File: config.mk
export PLATFORM = sky130hd
export DESIGN_NAME = uart_tx
export DESIGN_NICKNAME = d
export VERILOG_FILES = /design/src/rtl/uart_tx_pkg.sv /design/src/rtl/uart_tx_baud_gen.sv /design/src/rtl/uart_tx.sv
export SDC_FILE = /design/constraint.sdc
export NUM_CORES = 1
export LEC_CHECK = 0
export BUFFER_PORTS_ARGS = -buffer_cell sky130_fd_sc_hd__buf_2
export CAP_MARGIN = 5
export CORE_MARGIN = 2
export CORE_UTILIZATION = 35
export DETAILED_ROUTE_END_ITERATION = 10
export GPL_ROUTABILITY_DRIVEN = 0
export RECOVER_POWER = 25
export SLEW_MARGIN = 20
export SYNTH_ARGS = -nofsm -noshare
export SYNTH_HDL_FRONTEND = slang
export SYNTH_SLANG_ARGS = --single-unit
File: constraint.sdc
create_clock -name i_clk25MHz -period 1.9 [get_ports i_clk25MHz]
set_input_delay 0.19 -clock i_clk25MHz [delete_from_list [all_inputs] [get_ports i_clk25MHz]]
set_output_delay 0.19 -clock i_clk25MHz [all_outputs]
set_load 0.005 [all_outputs]
File: src/rtl/uart_tx_pkg.sv
// ----------------------------------------------------------------------------
// uart_tx_pkg
// Shared UART definitions, also used by uart_rx: the 3-bit state encoding,
// the default bit period for 115200 baud at 25 MHz, the data width, and the
// parity helper.
// Optional build macro used by uart_tx: UART_TX_PARITY_EN.
// ----------------------------------------------------------------------------
package uart_tx_pkg;

   localparam int DATA_W               = 8;
   localparam int DEFAULT_CLKS_PER_BIT = 217;
   localparam int CNT_W                = 16;

   typedef enum logic [2:0] {
      ST_IDLE   = 3'd0,
      ST_START  = 3'd1,
      ST_DATA   = 3'd2,
      ST_PARITY = 3'd3,
      ST_STOP   = 3'd4
   } uart_state_e;

   // Parity bit for a byte: XOR of all data bits, inverted for odd parity.
   function automatic logic parity_bit(input logic [DATA_W-1:0] data,
                                       input logic              odd);
      return (^data) ^ odd;
   endfunction

endpackage

File: src/rtl/uart_tx_baud_gen.sv
// ----------------------------------------------------------------------------
// uart_tx_baud_gen
// Bit-period counter. It counts 0..CLKS_PER_BIT-1 while enabled and wraps
// to 0. It also serves uart_rx for its full- and half-period ticks.
//   i_clk25MHz   clock
//   i_reset      asynchronous active-high reset
//   i_en         count enable
//   i_clr        synchronous clear; takes priority over i_en
//   o_tick       registered; high during the cycle in which the count is
//                CLKS_PER_BIT-1, which is the last cycle of a bit
//   o_tick_next  combinational; o_tick will be high in the next cycle
// ----------------------------------------------------------------------------
module uart_tx_baud_gen
   import uart_tx_pkg::*;
#(
   parameter int CLKS_PER_BIT = DEFAULT_CLKS_PER_BIT
)(
   input  logic i_clk25MHz,
   input  logic i_reset,
   input  logic i_en,
   input  logic i_clr,
   output logic o_tick,
   output logic o_tick_next
);

   localparam logic [CNT_W-1:0] LAST = CNT_W'(CLKS_PER_BIT - 1);

   logic [CNT_W-1:0] cnt_r;
   logic [CNT_W-1:0] cnt_nxt_s;
   logic             tick_r;

   // Next count: clear, wrap at the last cycle of the bit, or advance.
   always_comb begin
      cnt_nxt_s = cnt_r;
      if (i_clr) begin
         cnt_nxt_s = {CNT_W{1'b0}};
      end else if (i_en) begin
         if (cnt_r == LAST) begin
            cnt_nxt_s = {CNT_W{1'b0}};
         end else begin
            cnt_nxt_s = cnt_r + CNT_W'(1);
         end
      end else begin
         cnt_nxt_s = cnt_r;
      end
   end

   // The tick is registered from the next count so it needs no decode after the flop.
   always_ff @(posedge i_clk25MHz or posedge i_reset) begin
      if (i_reset) begin
         cnt_r  <= {CNT_W{1'b0}};
         tick_r <= 1'b0;
      end else begin
         cnt_r  <= cnt_nxt_s;
         tick_r <= (cnt_nxt_s == LAST);
      end
   end

   assign o_tick      = tick_r;
   assign o_tick_next = (cnt_nxt_s == LAST);

endmodule

File: src/rtl/uart_tx.sv
// ----------------------------------------------------------------------------
// uart_tx
// 8N1 UART transmitter. It accepts one byte per valid/ready handshake and
// sends it LSB-first: a start bit, 8 data bits and a stop bit. There is no
// internal queue.
// Optional build macro UART_TX_PARITY_EN inserts a parity bit between the
// data and stop bits. The parity is even when PARITY_ODD=0 and odd when
// PARITY_ODD=1.
//   i_clk25MHz  25 MHz clock
//   i_reset     asynchronous active-high reset; abandons any frame in flight
//   i_valid     i_data holds a byte to send
//   i_data      byte; latched when the handshake completes
//   o_ready     idle and able to accept a byte
//   o_busy      frame in progress (~o_ready)
//   o_done      one-cycle pulse on the last cycle of the stop bit
//   o_tx        serial line, idles high, driven from a flop
// All outputs are registered. Each is computed from the next state, so
// o_tx changes on the same edge as the state.
// ----------------------------------------------------------------------------
module uart_tx
   import uart_tx_pkg::*;
#(
   parameter int CLKS_PER_BIT = DEFAULT_CLKS_PER_BIT,
   parameter int PARITY_ODD   = 0
)(
   input  logic              i_clk25MHz,
   input  logic              i_reset,
   input  logic              i_valid,
   input  logic [DATA_W-1:0] i_data,
   output logic              o_ready,
   output logic              o_busy,
   output logic              o_done,
   output logic              o_tx
);

   // Stop elaboration if a parameter is out of range.
   if (CLKS_PER_BIT < 2 || CLKS_PER_BIT > 65535 || PARITY_ODD < 0 || PARITY_ODD > 1) begin : g_param_check
      $error("uart_tx: CLKS_PER_BIT must be 2..65535 and PARITY_ODD 0 or 1");
   end

   uart_state_e       state_r;
   uart_state_e       state_nxt_s;
   logic [DATA_W-1:0] shift_r;
   logic [DATA_W-1:0] shift_nxt_s;
   logic [2:0]        bit_cnt_r;
   logic [2:0]        bit_cnt_nxt_s;
   logic              tx_r;
   logic              tx_nxt_s;
   logic              ready_r;
   logic              busy_r;
   logic              done_r;
   logic              done_nxt_s;
   logic              accept_s;
   logic              baud_en_s;
   logic              tick_s;
   logic              tick_next_s;
`ifdef UART_TX_PARITY_EN
   logic              parity_r;
   logic              parity_nxt_s;
`endif

   assign accept_s  = i_valid && ready_r;
   assign baud_en_s = (state_r != ST_IDLE);

   uart_tx_baud_gen #(
      .CLKS_PER_BIT (CLKS_PER_BIT)
   ) u_baud (
      .i_clk25MHz  (i_clk25MHz),
      .i_reset     (i_reset),
      .i_en        (baud_en_s),
      .i_clr       (accept_s),
      .o_tick      (tick_s),
      .o_tick_next (tick_next_s)
   );

   // Next-state logic: sequence through the frame one bit period at a time.
   always_comb begin
      state_nxt_s   = state_r;
      shift_nxt_s   = shift_r;
      bit_cnt_nxt_s = bit_cnt_r;
`ifdef UART_TX_PARITY_EN
      parity_nxt_s  = parity_r;
`endif
      case (state_r)
         ST_IDLE: begin
            if (accept_s) begin
               state_nxt_s   = ST_START;
               shift_nxt_s   = i_data;
               bit_cnt_nxt_s = 3'd0;
`ifdef UART_TX_PARITY_EN
               parity_nxt_s  = parity_bit(i_data, 1'(PARITY_ODD));
`endif
            end else begin
               state_nxt_s = ST_IDLE;
            end
         end
         ST_START: begin
            if (tick_s) begin
               state_nxt_s = ST_DATA;
            end else begin
               state_nxt_s = ST_START;
            end
         end
         ST_DATA: begin
            if (tick_s) begin
               shift_nxt_s = {1'b0, shift_r[DATA_W-1:1]};
               if (bit_cnt_r == 3'd7) begin
                  bit_cnt_nxt_s = 3'd0;
`ifdef UART_TX_PARITY_EN
                  state_nxt_s   = ST_PARITY;
`else
                  state_nxt_s   = ST_STOP;
`endif
               end else begin
                  bit_cnt_nxt_s = bit_cnt_r + 3'd1;
               end
            end else begin
               state_nxt_s = ST_DATA;
            end
         end
`ifdef UART_TX_PARITY_EN
         ST_PARITY: begin
            if (tick_s) begin
               state_nxt_s = ST_STOP;
            end else begin
               state_nxt_s = ST_PARITY;
            end
         end
`endif
         ST_STOP: begin
            if (tick_s) begin
               state_nxt_s = ST_IDLE;
            end else begin
               state_nxt_s = ST_STOP;
            end
         end
         default: begin
            state_nxt_s = ST_IDLE;
         end
      endcase
   end

   // Line level for the coming cycle, taken from the next state and shifter.
   always_comb begin
      tx_nxt_s = 1'b1;
      case (state_nxt_s)
         ST_IDLE:   tx_nxt_s = 1'b1;
         ST_START:  tx_nxt_s = 1'b0;
         ST_DATA:   tx_nxt_s = shift_nxt_s[0];
`ifdef UART_TX_PARITY_EN
         ST_PARITY: tx_nxt_s = parity_nxt_s;
`endif
         ST_STOP:   tx_nxt_s = 1'b1;
         default:   tx_nxt_s = 1'b1;
      endcase
   end

   // o_done marks the cycle that the baud counter ends inside STOP.
   assign done_nxt_s = (state_nxt_s == ST_STOP) && tick_next_s;

   // State, datapath and output flops.
   always_ff @(posedge i_clk25MHz or posedge i_reset) begin
      if (i_reset) begin
         state_r   <= ST_IDLE;
         shift_r   <= {DATA_W{1'b0}};
         bit_cnt_r <= 3'd0;
         tx_r      <= 1'b1;
         ready_r   <= 1'b1;
         busy_r    <= 1'b0;
         done_r    <= 1'b0;
      end else begin
         state_r   <= state_nxt_s;
         shift_r   <= shift_nxt_s;
         bit_cnt_r <= bit_cnt_nxt_s;
         tx_r      <= tx_nxt_s;
         ready_r   <= (state_nxt_s == ST_IDLE);
         busy_r    <= (state_nxt_s != ST_IDLE);
         done_r    <= done_nxt_s;
      end
   end

`ifdef UART_TX_PARITY_EN
   // Parity of the byte latched at acceptance.
   always_ff @(posedge i_clk25MHz or posedge i_reset) begin
      if (i_reset) begin
         parity_r <= 1'b0;
      end else begin
         parity_r <= parity_nxt_s;
      end
   end
`endif

   assign o_tx    = tx_r;
   assign o_ready = ready_r;
   assign o_busy  = busy_r;
   assign o_done  = done_r;

endmodule

==> summary.md, run 1 <==
| Metric | Value |
|---|---|
| Status | complete, no violations |
| Crit-path cells | o311a_4 > and4_4 > and4b_1 > o32a_1 > o2111ai_2 > nor3_2 |
| R2r setup slk | 0.06 ns |
| HP Start | i_data[4] |
| Setup Viol. Count Final | 0 |
| Setup TNS | 0 ns |
| Crit path DAT | 2.02 ns |
| Via/cell ratio | 4.87 |
| Clk sink count | 35 |
| CP max FO | 4 |
| Worst Path Buf+Inv | 0 |
| Period Utilization, post-route | 97.0% |
| Post-Syn Instances | 193 |
| Max Cap Viol | 0 |
| Cts bufs inserted | 5 |
| Die area | 0.00592 sq mm |
| Worst slew pin tran | 0.601 ns |
| Yosys warns | 0 |
| Commonest cells after routing, fill and taps aside | buf_4 (34), dfrtp_1 (31), nand2_1 (28) |
| Skew final | 0.00650 ns |
| FFs w/ async S/R, synth | 100% |
| Initial antenna violation count | 0 |
| Core Area | 0.00511 sq mm |
| CP max-delay cell | dfrtp_2 |
| First-pass GRT wire length | 7160 um |
| Die width | 76.9 um |
| Critical Path Start Type | flop |
| CTS Root Cell | clkbuf_8 |
| LEAKAGE | 1.14 nW |
| Hold path cells | 3 |
| Reg area | 881 sq um |
| Total power per unit cell area | 949 mW/mm^2 |
| Vias | 1525 |
| Hold endpoint | shift_r[4] |
| Mean area per synthesized cell | 9.64 sq um |
| Max Fclk | 543 MHz |
| Non-filler cells, final | 313 |
| CTS tree | built |
| Detailed Place HPWL | 3030 um |
| Num rows | 26 |
| Post-synth EDFFs | 0 |
| Area of the mapped netlist | 0.00186 sq mm |
| Aggregate global routing overflow | 0 |
| Nets | 257 |
| Total GRT Usage | 15.1% |
| PortBufs | 14 |
| PnR worst setup slack | 0.0575 ns |
| Synth Net Count | 208 |
| Reg-to-reg critical path endpoint | u_baud.o_tick |
| Yosys reg bits | 35 |
| CP Class | reg -> reg |
| Max VDD drop | 0.000686 V |
| Share of cells above drive strength 1 | 35.0% |
| Commonest non-fill, non-tap cell in the layout | buf_4 |
| Post-DRT Antenna Nets | 0 |
| Area of the multi-input gates | 992 sq um |
| Design Power | 2.32 mW |
| DRC viols | 0 |
| Fillers | 509 |
| Clk buf depth | 2 |
| Area growth from synthesis to layout | 31.5% |
| Top FF cell, synth | dfrtp_1 |
| Crit path max-delay family | compound AO/OA/AOI/OAI gates |
| I/O pin total | 15 |
| Post-DR wirelength/cell | 13.8 um |
| WP data required | 2.07 ns |
| Final Critical Period | 1.84 ns |
| Pin count of the biggest net entering global routing | 14 |
| DR iter-0 viols | 54 |
| Pre-antenna DRT Iters | 4 |
| Worst min path class | in -> reg |
| Crit. End Element | flop |
| Worst reg-to-reg path cell count | 6 |
| Initial Utilization | 36.4% |
| Crit path largest cell delay | 0.45 ns |
| Hold Vio Cnt, Final | 0 |
| Fin. max-slew vios | 0 |
| Vias in the first global route | 1531 |
| Dpl ws | 0.00501 ns |
| Slew Limit Headroom | 59.9% |
| Latest clock arrival within the worst-skew pair | 0.29 ns |
| Antenna diode instance count | 0 |
| Synth unique cells | 45 |
| Sequential area share after synthesis | 47.2% |
| Worst-path clk slew | 0.09 ns |
| WL final | 4310 um |
| H-tree Lvls | 2 |
| Die height | 76.9 um |
| Placed cells | 302 |
| Worst r2r src | state_r[0] |
## where the power goes
group	switching, mW	internal [mW]
Combinational	0.315	0.327
Clock	0.314	0.398
Sequential	0.0905	0.876
Total	0.720	1.60
## sequential cells by signal (all words and copies together) (netlist names)
signal / count
o_ready: 1
o_busy: 1
o_tx: 1
u_baud.cnt_r: 16
shift_r: 8
state_r: 3
o_done: 1
bit_cnt_r: 3
u_baud.o_tick: 1
## Yosys cell counts, types with 3 or more instances
master / count / share of area (%)
ha_1: 4 / 2.7
nand2_1: 28 / 5.6
xor2_1: 6 / 2.8
inv_1: 5 / 1.0
a22oi_1: 6 / 2.4
nor2_1: 26 / 5.2
a21oi_1: 5 / 1.3
nand3_1: 8 / 2.2
xnor2_1: 10 / 4.7
o21ai_0: 4 / 1.1
nor3_1: 7 / 1.9
dfrtp_1: 33 / 44
clkbuf_1: 3 / 0.61
mux2_2: 3 / 1.8
and3_1: 7 / 2.4
## kinds of logic (layout without fill, tap and decap cells)
| group | Yosys count | in the layout | share of synthesized area [%] |
|---|---|---|---|
| compound gates | 23 | 23 | 9.28 |
| mux | 3 | 3 | 1.82 |
| buf+inv | 14 | 64 | 4.03 |
| xor+xnor | 16 | 16 | 7.53 |
| fa+ha+maj | 4 | 4 | 2.69 |
| simple gates | 98 | 98 | 27.4 |
| flops | 35 | 35 | 47.2 |
## stage by stage
| stage | instance area, sq um | utilization, % | hold WS (ns) |
|---|---|---|---|
| after CTS | 2350 | 46.1 | 0.105 |
| after global routing | 2450 | 47.9 | 0.113 |
| final | 2450 | 47.9 | 0.117 |
| after global placement | 2220 | 43.5 | 0.252 |
| after floorplan | 1870 | - | 0.318 |
| after detailed placement | 2220 | 43.5 | 0.268 |
## repair_timing
| item | in CTS | in global routing |
|---|---|---|
| hold endpoints to repair | 11 | 0 |
| hold buffers | 1 | 0 |
| resized for setup | 1 | 17 |
| setup buffers | 0 | 2 |
| pin swaps | 1 | 8 |
| gates cloned | 0 | 0 |
| endpoints found under the setup margin | 1 | 17 |
## per-layer routing
metal / wire (um) / part of all wire (%) / global-route usage [%]
met5: 0 / 0 / 0
met4: 39 / 0.90 / 4.36
met3: 129 / 3.0 / 3.41
met2: 2100 / 49 / 24.6
met1: 2040 / 47 / 20.1
## final cells by class
cell class	count	area share, %
well taps	70	3.58
clock inverters	3	1.94
clock buffers	5	2.81
flip-flops and latches	35	36.0
repair buffers	51	14.3
inverters	5	0.869
multi-input cells	144	40.5
## how the worst max path moves through the flow
stage | start | endpoint | slack, ns | cells after the start
3_5_place_dp | state_r[1] | o_done | 0.005 | 6
4_1_cts | u_baud.cnt_r[1] | o_done | 0.05 | 8
6_report | state_r[0] | u_baud.o_tick | 0.06 | 6
5_1_grt | state_r[0] | u_baud.o_tick | -0.009 | 6
2_1_floorplan | state_r[0] | o_done | 0.007 | 8
3_3_place_gp | state_r[1] | o_done | 0.04 | 6
## worst min-delay path: cells and delay by family
kind / cells / cell delay [ns]
AOI/OAI and AO/OA: 1 / 0.06
buffers and inverters: 1 / 0.07
and+or+nand+nor: 1 / 0.05
No activity file was read; power rests on OpenSTA's default activity.
==> inputs of run 2 (changes only) <==
==> constraint.sdc (replaced) <==
create_clock -name i_clk25MHz -period 1.9 [get_ports i_clk25MHz]
set_input_delay 0.285 -clock i_clk25MHz [delete_from_list [all_inputs] [get_ports i_clk25MHz]]
set_output_delay 0.285 -clock i_clk25MHz [all_outputs]
set_load 0.005 [all_outputs]
==> run 2 against run 1 <==
Against the previous run:
- first-iteration DRC count decreased by 26%
- routed wire length is essentially flat
- cell count down 0.32%
- via count stayed put
- die area unchanged
- hold slack worse by 0.10 ns
- flip-flop and latch count is the same
- register-to-register slack is essentially flat
- sequential share of layout area up 0.13 points
- power about the same
- cell area fell by 0.36%
- largest cell class unchanged
==> summary.md, run 2 (synthesized netlist as in run 1, its figures left out) <==
| Metric | Value |
|---|---|
| WP data required | 2.07 ns |
| WL final | 4320 um |
| I/O pin total | 15 |
| Fin. max-slew vios | 0 |
| Commonest non-fill, non-tap cell in the layout | buf_4 |
| Nets | 256 |
| Final Critical Period | 1.85 ns |
| Core Area | 0.00511 sq mm |
| Share of cells above drive strength 1 | 35.5% |
| CP max FO | 4 |
| Crit-path cells | o311a_4 > and4_4 > and4b_1 > o32a_1 > o2111ai_2 > nor3_2 |
| Hold Vio Cnt, Final | 0 |
| CP max-delay cell | dfrtp_2 |
| Combinational share of power | 27.6% |
| Area growth from synthesis to layout | 31.1% |
| Max Fclk | 541 MHz |
| Skew final | 0.00656 ns |
| Pint | 1.60 mW |
| Seq pwr share | 41.7% |
| DR iter-0 viols | 40 |
| Vias in the first global route | 1529 |
| Aggregate global routing overflow | 0 |
| Initial antenna violation count | 0 |
| Max reg flops | 16 |
| Total GRT Usage | 15.1% |
| Critical Path Start Type | flop |
| LEAKAGE | 1.14 nW |
| DRC viols | 0 |
| Slew Limit Headroom | 59.8% |
| Sw Share | 31.0% |
| Most flop-heavy register | u_baud.cnt_r |
| CTS tree | built |
| First-pass GRT wire length | 7160 um |
| Die height | 76.9 um |
| Status | complete, no violations |
| Worst slew pin tran | 0.603 ns |
| Dpl ws | 0.00501 ns |
| Clock share of power | 30.7% |
| Post-DR wirelength/cell | 13.8 um |
| PnR worst setup slack | 0.0523 ns |
| Crit path max-delay family | compound AO/OA/AOI/OAI gates |
| Initial Utilization | 36.4% |
| Cts bufs inserted | 5 |
| Crit path largest cell delay | 0.46 ns |
| Design Power | 2.32 mW |
| Antenna diode instance count | 0 |
| Latest clock arrival within the worst-skew pair | 0.29 ns |
| Commonest cells after routing, fill and taps aside | buf_4 (34), dfrtp_1 (31), nand2_1 (28) |
| Die width | 76.9 um |
| # hold bufs at CTS | 0 |
| Worst min path class | in -> async |
| PortBufs | 14 |
| CTS Root Cell | clkbuf_8 |
| Max Cap Viol | 0 |
| Max VDD drop | 0.000686 V |
| Via/cell ratio | 4.89 |
| Worst Path Buf+Inv | 0 |
| Die area | 0.00592 sq mm |
| Vias | 1525 |
| Pre-antenna DRT Iters | 4 |
| Period Utilization, post-route | 97.2% |
| Worst-path clk slew | 0.09 ns |
| Net Switching | 719 uW |
| Crit path DAT | 2.02 ns |
| Setup Viol. Count Final | 0 |
| Num rows | 26 |
| Total power per unit cell area | 951 mW/mm^2 |
| Pin count of the biggest net entering global routing | 14 |
| Post-DRT Antenna Nets | 0 |
| Clk sink count | 35 |
| Detailed Place HPWL | 3030 um |
| Clk buf depth | 2 |
| CP Class | reg -> reg |
| Top flop regs | u_baud.cnt_r x16, shift_r x8 |
| Crit. End Element | flop |
| H-tree Lvls | 2 |
==> run 2: cell count changes in the layout (fill, tap and decap cells not counted) <==
cell	previous run	this run
clkbuf_1	2	1
dlygate4sd3_1	1	0
buf_2	13	14
==> run 2: timing repair <==
item | in CTS | in global routing
pin swaps | 1 | 8
setup endpoints to repair | 1 | 17
resized for setup | 1 | 17
endpoints found under the hold margin | 0 | 0
setup buffers | 0 | 2
==> run 2: path summary, 6_finish.rpt <==
check | start | endpoint | slack [ns] | depth (start not counted)
max | state_r[0] | u_baud.o_tick | 0.05 | 6
min reg2reg | shift_r[1] | shift_r[1] | 0.48 | 2
min | i_reset | u_baud.cnt_r[13] | 0.01 | 2
max in group asynchronous | i_reset | state_r[1] | 0.95 | 3
max reg2reg | state_r[0] | u_baud.o_tick | 0.05 | 6
min in group i_clk25MHz | i_data[4] | shift_r[4] | 0.21 | 3
==> run 2: metrics by stage <==
| stage | cell area [sq um] | util, % | setup TNS [ns] | instances | hold WS [ns] |
|---|---|---|---|---|---|
| 2_1_floorplan | 1870 | - | 0 | 193 | 0.413 |
| 3_3_place_gp | 2220 | 43.5 | 0 | 302 | 0.347 |
| 3_5_place_dp | 2220 | 43.5 | 0 | 302 | 0.363 |
| 4_1_cts | 2340 | 45.9 | 0 | 310 | 0.0307 |
| 5_1_grt | 2440 | 47.7 | -0.0173 | 312 | 0.0520 |
| 6_report | 2440 | 47.7 | 0 | 312 | 0.0142 |
==> run 2: layer usage <==
metal	part of all wire (%)	global-route usage [%]	vias to the layer above
met5	0	0	-
li1	-	-	766
met3	3.2	3.41	4
met2	49	24.6	22
met4	0.90	4.36	0
met1	47	20.1	733
==> run 2: final cells by class <==
| type | count | area, sq um |
|---|---|---|
| Tap cell | 70 | 87.6 |
| Clock buffer | 5 | 68.8 |
| Inverter | 5 | 21.3 |
| Sequential cell | 35 | 881 |
| Timing Repair Buffer | 50 | 340 |
| Fill cell | 507 | 2670 |
| Multi-Input combinational cell | 144 | 992 |
| Clock inverter | 3 | 47.5 |
==> run 2: power groups by stage <==
| stage | Clock (mW) | Sequential (mW) | Combinational, mW |
|---|---|---|---|
| detailed placement | 0 | 0.967 | 0.549 |
| global route | 0.764 | 0.981 | 0.713 |
| floorplan | 0 | 0.972 | 0.307 |
| global placement | 0 | 0.963 | 0.538 |
| finish | 0.712 | 0.967 | 0.640 |
| CTS | 0.733 | 0.953 | 0.553 |
